[src/rtl/mem_logger_pkg.sv]
// Shared constants and FSM state encoding for the sample-memory logger,
// reused by the controller, the packetiser and the bench.
package mem_logger_pkg;

  localparam int ML_DATA_W = 8;
  localparam int ML_ADDR_W = 4;
  localparam int ML_DEPTH  = 1 << ML_ADDR_W;
  localparam int ML_CNT_W  = ML_ADDR_W + 1;

  typedef enum logic [2:0] {
    IDLE    = 3'd0,
    WR      = 3'd1,
    RD      = 3'd2,
    RD_WAIT = 3'd3,
    OUT     = 3'd4
  } ml_state_t;

endpackage

[src/rtl/mem_logger_ctrl_ring_ptr_ctrl.sv]
// Circular-buffer bookkeeping: write/read pointers and stored-word count.
// An overwrite push advances both pointers and keeps the count at full.
module ring_ptr_ctrl
  import mem_logger_pkg::*;
#(
  parameter int ADDR_WIDTH = ML_ADDR_W
) (
  input  logic                  clk,
  input  logic                  rst_n,
  input  logic                  push,
  input  logic                  pop,
  input  logic                  overwrite,
  output logic [ADDR_WIDTH-1:0] wr_ptr,
  output logic [ADDR_WIDTH-1:0] rd_ptr,
  output logic [ADDR_WIDTH:0]   level,
  output logic                  full,
  output logic                  empty
);

  localparam logic [ADDR_WIDTH-1:0] PTR_ONE  = {{(ADDR_WIDTH-1){1'b0}}, 1'b1};
  localparam logic [ADDR_WIDTH:0]   CNT_ONE  = {{ADDR_WIDTH{1'b0}}, 1'b1};
  localparam logic [ADDR_WIDTH:0]   FULL_LVL = {1'b1, {ADDR_WIDTH{1'b0}}};

  // Pointers wrap naturally because the depth is a power of two.
  always_ff @(posedge clk) begin
    if (!rst_n) begin
      wr_ptr <= '0;
      rd_ptr <= '0;
      level  <= '0;
    end else if (push) begin
      wr_ptr <= wr_ptr + PTR_ONE;
      if (overwrite) begin
        rd_ptr <= rd_ptr + PTR_ONE;
      end else begin
        level <= level + CNT_ONE;
      end
    end else if (pop) begin
      rd_ptr <= rd_ptr + PTR_ONE;
      level  <= level - CNT_ONE;
    end
  end

  assign full  = (level == FULL_LVL);
  assign empty = (level == '0);

endmodule

[src/rtl/mem_logger_ctrl.sv]
// Sample-memory logger controller: circular write of samples, oldest-first drain on request.
// Optional feature macro: OVERWRITE_OLDEST_EN (overwrite oldest word when full and not draining).
module mem_logger_ctrl
  import mem_logger_pkg::*;
#(
  parameter int DATA_WIDTH = ML_DATA_W,
  parameter int ADDR_WIDTH = ML_ADDR_W
) (
  input  logic                  clk,
  input  logic                  rst_n,
  input  logic                  smp_valid,
  input  logic [DATA_WIDTH-1:0] smp_data,
  output logic                  smp_ready,
  input  logic                  dump_req,
  output logic                  dump_busy,
  output logic                  out_valid,
  output logic [DATA_WIDTH-1:0] out_data,
  output logic                  out_last,
  input  logic                  out_ready,
  output logic [ADDR_WIDTH:0]   level,
  output logic                  overflow,
  output logic [ADDR_WIDTH-1:0] mem_addr,
  output logic [DATA_WIDTH-1:0] mem_data_in,
  output logic                  mem_write,
  output logic                  mem_read,
  input  logic [DATA_WIDTH-1:0] mem_data_out
);

  localparam logic [ADDR_WIDTH:0] CNT_ONE = {{ADDR_WIDTH{1'b0}}, 1'b1};

  ml_state_t             state, state_nx;
  logic [ADDR_WIDTH-1:0] wr_ptr, rd_ptr;
  logic                  full, empty;
  logic                  push, pop, overwrite;
  logic                  smp_acc, issue_rd, last;

  ring_ptr_ctrl #(
    .ADDR_WIDTH(ADDR_WIDTH)
  ) u_ring (
    .clk      (clk),
    .rst_n    (rst_n),
    .push     (push),
    .pop      (pop),
    .overwrite(overwrite),
    .wr_ptr   (wr_ptr),
    .rd_ptr   (rd_ptr),
    .level    (level),
    .full     (full),
    .empty    (empty)
  );

`ifdef OVERWRITE_OLDEST_EN
  // Full only backpressures while a drain is running; otherwise the oldest word is replaced.
  assign smp_ready = (state == IDLE) && (!full || !dump_busy);
  assign overwrite = full;
`else
  assign smp_ready = (state == IDLE) && !full;
  assign overwrite = 1'b0;
`endif

  assign smp_acc  = smp_valid && smp_ready;
  assign issue_rd = (state == IDLE) && !smp_acc && (dump_busy || (dump_req && !empty));
  assign last     = (level == CNT_ONE);
  assign out_last = out_valid && last;

  always_comb begin
    state_nx = state;
    push     = 1'b0;
    pop      = 1'b0;
    unique case (state)
      IDLE: begin
        if (smp_acc) begin
          state_nx = WR;
        end else if (issue_rd) begin
          state_nx = RD;
        end
      end
      WR: begin
        push     = 1'b1;
        state_nx = IDLE;
      end
      RD:      state_nx = RD_WAIT;
      RD_WAIT: state_nx = OUT;
      OUT: begin
        if (out_ready) begin
          pop      = 1'b1;
          state_nx = IDLE;
        end
      end
      default: state_nx = IDLE;
    endcase
  end

  // Memory strobes are single-cycle pulses launched from IDLE; read data lands during RD_WAIT.
  always_ff @(posedge clk) begin
    if (!rst_n) begin
      state       <= IDLE;
      mem_addr    <= '0;
      mem_data_in <= '0;
      mem_write   <= 1'b0;
      mem_read    <= 1'b0;
      out_valid   <= 1'b0;
      out_data    <= '0;
      dump_busy   <= 1'b0;
    end else begin
      state     <= state_nx;
      mem_write <= 1'b0;
      mem_read  <= 1'b0;
      if (smp_acc) begin
        mem_addr    <= wr_ptr;
        mem_data_in <= smp_data;
        mem_write   <= 1'b1;
      end else if (issue_rd) begin
        mem_addr <= rd_ptr;
        mem_read <= 1'b1;
      end
      if (state == RD_WAIT) begin
        out_data  <= mem_data_out;
        out_valid <= 1'b1;
      end else if (pop) begin
        out_valid <= 1'b0;
      end
      // Completion of the final word wins over a same-cycle request.
      if (pop && last) begin
        dump_busy <= 1'b0;
      end else if (dump_req && !empty) begin
        dump_busy <= 1'b1;
      end
    end
  end

`ifdef OVERWRITE_OLDEST_EN
  logic overflow_q;

  always_ff @(posedge clk) begin
    if (!rst_n) begin
      overflow_q <= 1'b0;
    end else if (push && overwrite) begin
      overflow_q <= 1'b1;
    end else if (pop && last) begin
      overflow_q <= 1'b0;
    end
  end

  assign overflow = overflow_q;
`else
  assign overflow = 1'b0;
`endif

endmodule

[config.mk]
export PLATFORM = sky130hd
export DESIGN_NAME = mem_logger_ctrl
export DESIGN_NICKNAME = d
export VERILOG_FILES = /design/src/rtl/mem_logger_pkg.sv /design/src/rtl/mem_logger_ctrl_ring_ptr_ctrl.sv /design/src/rtl/mem_logger_ctrl.sv
export SDC_FILE = /design/constraint.sdc
export NUM_CORES = 1
export LEC_CHECK = 0
export CORE_ASPECT_RATIO = 1.5
export CORE_UTILIZATION = 46
export DETAILED_ROUTE_END_ITERATION = 16
export HOLD_SLACK_MARGIN = 0.15
export PLACE_DENSITY = 0.85
export SLEW_MARGIN = 10
export SYNTH_ARGS = -nofsm -noshare
export SYNTH_HDL_FRONTEND = slang
export SYNTH_SLANG_ARGS = --single-unit
[constraint.sdc]
create_clock -name clk -period 2.6 [get_ports clk]
set_clock_uncertainty 0.2 [all_clocks]
set_input_delay 0.52 -clock clk [delete_from_list [all_inputs] [get_ports clk]]
set_output_delay 0.52 -clock clk [all_outputs]
set_load 0.02 [all_outputs]
==> metrics.txt, run 1 <==
Yosys Warn Count=0; clock buffers created by TritonCTS=5; VDD IR max=0.0004249 V; hold slack=257.3 ps; static leakage=0.9355 nW; P per Cell Area=573.8 nW/um^2; Reg-to-Reg Start=u_ring.level[0]; initial core utilization=0.4892; top layer in use=met4; Max FO, Critical Path=9; IO Port Bufs=between 50 and 60; Slew @ Worst Pin=608.5 ps; share of the synthesized area in the top cell type=0.4702; xor/xnor cell area share of the yosys netlist=0.04115; Hold Path End=mem_data_in[0]; area occupied by multi-input gates=829.5 sq um; Vias/cell=5.170; clock period minus worst slack=2540 ps; unrepaired setup endpoints after global routing=no; largest area contributor in the netlist=dfxtp_1; max_cap viols=0; count of final hold-check violations=0; HPWL after DPL=2450 um; top post-synthesis cells by area=dfxtp_1 47%, mux2i_1 7.1%, a21oi_1 5.9%; CTS Hold Bufs=0; r2r setup slk=480 ps; maximum root-to-sink buffer count=2; synth cell count leaders=40 x dfxtp_1, 20 x a21oi_1, 20 x nor2_1, 13 x nand2_1, 12 x mux2i_1; setup bufs post-CTS=0; Synth Flop Type=dfxtp_1; clock latency on the worst-skew pair=around 300 ps; Post-Route Setup TNS=0 ps; 1st-iter DRT viols=27; Core Region=3481 sq um; Required @ worst endpoint=1880 ps; crit path kind=reg2out; Routed Wire Length=3499 um; status=finished clean; GRT Residual Overflow=0; Root Buffer=clkbuf_8; Filler cells=295; Net Count, Synth=210; Routed WL per cell=12.68 um; routed length on met1=between 1000 and 1500 um; CP arrival=1820 ps; antenna-violating nets left=0; Post-synth EDFFs=0; TritonCTS clock tree=built; routed via count=1,427; IO Pins=53; largest net degree at the start of global routing=38; DRT Pass-1 Iters=4; hold path start=mem_data_in[0]; met2 routed WL=1715 um; gpl congestion=0.7391; overall routing resource usage=0.1999; Layout area overhead=36.81%; sequential-to-total area share from yosys stat=0.4702; initial antenna violation count=0; top-count cell post-synth=dfxtp_1; layout cells sized above 1=0.07265; unique cell type count in the Yosys netlist=37; Non-Filler Instances=approximately 280; FF+latch area=800.8 sq um; setup violators final=0; CP Capture Type=output pin; vias in the first global route=1,348; Async SR Flop Fraction=0; Clock Sinks=40; H-tree depth=2; Simple-Gate Fraction of Synth Area=0.2138; Mapped Area=1703 sq um; synthesized instance count=183; mux cell area share after synthesis=0.07054; Final Max Tran Viols=0; Slew headroom=0.5938; DRC Markers=0; Hold Crit Class=reg2reg; Finished Core Util=0.6693; crit share post-route=0.9771; Row Count=26; Nets=260; met3 wire length=207 um; Die ar.=slightly below 4000 sq um; # diodes=0; largest family of logic cells by synthesized area=simple AND/OR/NAND/NOR gates; R2R depth=5; dpl cells=268; worst hold stages=2; register bit total from synthesis=40; die height=76.52 um; Avg Inst Size Synth=9.305 sq um; CP Launch Type=flip-flop; Fmax=393.6 MHz; post-synthesis adder-cell area fraction=0.04409; complex-gate fraction of the synthesized area=0.1154; worst flop-to-flop path endpoint=mem_addr[1]; first-pass GRT wire length=5934 um; Die W=51.68 um; CTS clk-pin slew, worst paths=about 70 ps; total chip power=1.337 mW
-- through the flow --
step | setup WS, ps | area (sq um)
finish | 59.51 | 2330
CTS | 47.06 | 2330
global placement | 293.0 | 2238
detailed placement | 265.3 | 2238
floorplan | 533.4 | 1703
global route | 7.295 | 2330
-- cell type report --
cell class,count,area share
Multi-Input combinational cell,127,0.3561
Sequential cell,40,0.3437
Timing Repair Buffer,55,0.2315
Clock buffer,6,0.03545
Tap cell,42,0.02256
Inverter,4,0.006445
Clock inverter,2,0.004296
-- cells in the final DEF (no fill, tap or decap), drive strengths merged, types with 3 or more instances in the layout --
cell type	instances
a21oi	20
a311oi	4
buf	4
clkbuf	6
clkdlybuf4s50	50
dfxtp	40
ha	6
inv	4
mux2i	12
nand2	13
nand2b	4
nand3	11
nand4	3
nor2	20
nor3	4
nor3b	3
xor2	6
-- how the worst max path moves through the flow --
stage,slack [ps],startpoint,end
after global routing,7,u_ring.level[2],out_last
after floorplan,530,u_ring.level[0],mem_addr[0]
after CTS,50,u_ring.level[2],out_last
final,60,u_ring.level[2],out_last
after detailed placement,270,u_ring.level[0],smp_ready
after global placement,290,u_ring.level[0],smp_ready
-- worst max-delay path, stage by stage (launching register included) --
cell and delay (ps):
dfxtp_1 400, nor3_1 290, and3_1 220, clkdlybuf4s50_1 620
-- repair_timing --
item                                    in CTS  in global routing
resized for setup                            1                  0
hold endpoints to repair                     0                  0
endpoints found under the setup margin       1                  0
-- report_power, final --
group	leakage, nW	total [mW]	switching [mW]	internal, mW
sequential	0.325	0.666	0.0233	0.643
combinational	0.559	0.245	0.121	0.125
clock	0.0510	0.425	0.214	0.212
-- kinds of logic (layout without fill, tap and decap cells) --
group                    after synthesis  count (layout)
XOR/XNOR                               8               8
multiplexers                          12              12
flip-flops                            40              40
AND/OR/NAND/NOR                       68              68
other                                  1               1
AO/OA/AOI/OAI                         32              32
buffers and inverters                 16              67
adder cells (fa/ha/maj)                6               6
-- registers in the layout, summed over array words and instances, names as in the netlist, 3 cells and up --
signal / count
mem_data_in: 8
out_data: 8
u_ring.level: 5
mem_addr: 4
u_ring.rd_ptr: 4
u_ring.wr_ptr: 4
state: 3
-- layer usage --
layer | global-route usage | up-vias
met5 | 0 | -
met4 | 0.09730 | 0
met3 | 0.06387 | 6
met2 | 0.3442 | 44
met1 | 0.2102 | 639
li1 | - | 738
Note: power is estimated with default switching activity, not from simulation.
==> inputs of run 2 (changes only) <==
MAX_ROUTING_LAYER = met4   (was unset)
==> run 2 against run 1 <==
Net effect:
- design area unchanged
- sequential power about the same
- worst setup slack got worse by 0.83 ps
- via count increased by 0.14%
- fmax about the same
- critical path type unchanged
==> metrics.txt, run 2 (synthesized netlist as in run 1, its figures left out) <==
status=finished clean; most common cell after layout, fill and taps aside=clkdlybuf4s50_1; Max FO, Critical Path=9; Internal=978.7 uW; routed length on met1=1512 um; Slew @ Worst Pin=609.7 ps; first-pass GRT wire length=5934 um; Layout area overhead=36.81%; met3 wire length=195 um; placed inst area=~2200 sq um; CP max-delay cell=clkdlybuf4s50_1; Row Count=26; setup violators final=0; Slew headroom=0.5929; final worst slack=58.68 ps; clock buffers created by TritonCTS=5; critical path's largest stage delay=620 ps; worst-path cell chain=nor3_1, and3_1, clkdlybuf4s50_1; gpl congestion=0.7483; commonest non-fill, non-tap cells in the layout=50 x clkdlybuf4s50_1, 40 x dfxtp_1, 20 x a21oi_1, 20 x nor2_1, 13 x nand2_1; Sw Ratio=0.2680; CP Capture Type=output pin; Logic pwr share=0.184; max_cap viols=0; clock period minus worst slack=2541 ps; post-CTS sizing=1; Root Buffer=clkbuf_8; overall routing resource usage=0.2053; Vias/cell=about 5.2; DRC Markers=0; Place WS=265.3 ps; CP arrival=1820 ps; biggest registers after layout=mem_data_in: 8 flops, out_data: 8 flops, u_ring.level: 5 flops; die height=76.52 um; vias in the first global route=1,348; crit path kind=reg2out; design area=roughly 2300 sq um; CTS Hold Bufs=0; Hold Crit Class=reg2reg; Routed WL per cell=12.69 um; CP Launch Type=flip-flop; clock latency on the worst-skew pair=300 ps; IO Port Bufs=51; VDD IR max=0.0004249 V; antenna-violating nets left=0; crit share post-route=0.9774; layout cells sized above 1=0.07265; Post-Route Setup TNS=0 ps; Finished Core Util=0.6693; Required @ worst endpoint=around 1900 ps; Die ar.=3954 sq um; IO Pins=between 50 and 60; Fmax=393.5 MHz; P_sw=between 300 and 400 uW; count of final hold-check violations=0; DRT Pass-1 Iters=4; maximum root-to-sink buffer count=2; top layer in use=met4; Final Max Tran Viols=0; power share of the clock group=0.318; Seq pwr share=0.498; routed via count=around 1.4k; initial antenna violation count=0; Routed Wire Length=3503 um; 1st-iter DRT viols=27; HPWL after DPL=2450 um; setup bufs post-CTS=0; met2 routed WL=1718 um; unrepaired setup endpoints after global routing=no; total chip power=1.337 mW; Nets=260; static leakage=0.9355 nW; CTS clk-pin slew, worst paths=70 ps; H-tree depth=2; GRT Residual Overflow=0; Die W=51.68 um; Core Region=3481 sq um; largest net degree at the start of global routing=38; initial core utilization=0.4892; TritonCTS clock tree=built; Clock Sinks=40; P per Cell Area=573.9 nW/um^2; # diodes=0
run 2: worst max-delay path, delay by kind of cell (launching register included):
kind / cells / cell delay, ps
flops: 1 / 400
buf+inv: 1 / 620
simple gates: 2 / 510
run 2: per-layer routing:
layer | vias up | track usage
li1 | 738 | -
met1 | 641 | 0.2127
met2 | 44 | 0.3442
met3 | 6 | 0.05988
met4 | 0 | 0.09730
met5 | - | -
run 2: worst paths after layout:
path / start / to / slack, ps / cells after the start
max reg2reg: u_ring.level[0] / mem_addr[1] / 480 / 5
min: mem_data_in[0] / mem_data_in[0] / 260 / 2
max: u_ring.level[2] / out_last / 60 / 3
min reg2reg: mem_data_in[0] / mem_data_in[0] / 260 / 2
run 2: through the flow:
step,std cells,hold slack (ps)
2_1_floorplan,183,278.4
3_3_place_gp,268,240.8
3_5_place_dp,268,249.0
4_1_cts,276,259.5
5_1_grt,276,285.6
6_report,276,257.3
run 2: final cells by class:
class | count | area, sq um
fill | 295 | 1151
multi-input combinational | 127 | 829.5
sequential | 40 | 800.8
timing repair buffer | 55 | 539.3
clock buffer | 6 | 82.58
tap | 42 | 52.55
inverter | 4 | 15.01
clock inverter | 2 | 10.01
run 2: power groups by stage:
stage               sequential [mW]  clock [mW]  combinational, mW
floorplan                     0.705           0              0.111
global placement              0.678           0              0.244
detailed placement            0.680           0              0.249
CTS                           0.666       0.435              0.248
global route                  0.670       0.461              0.267
finish                        0.666       0.426              0.246
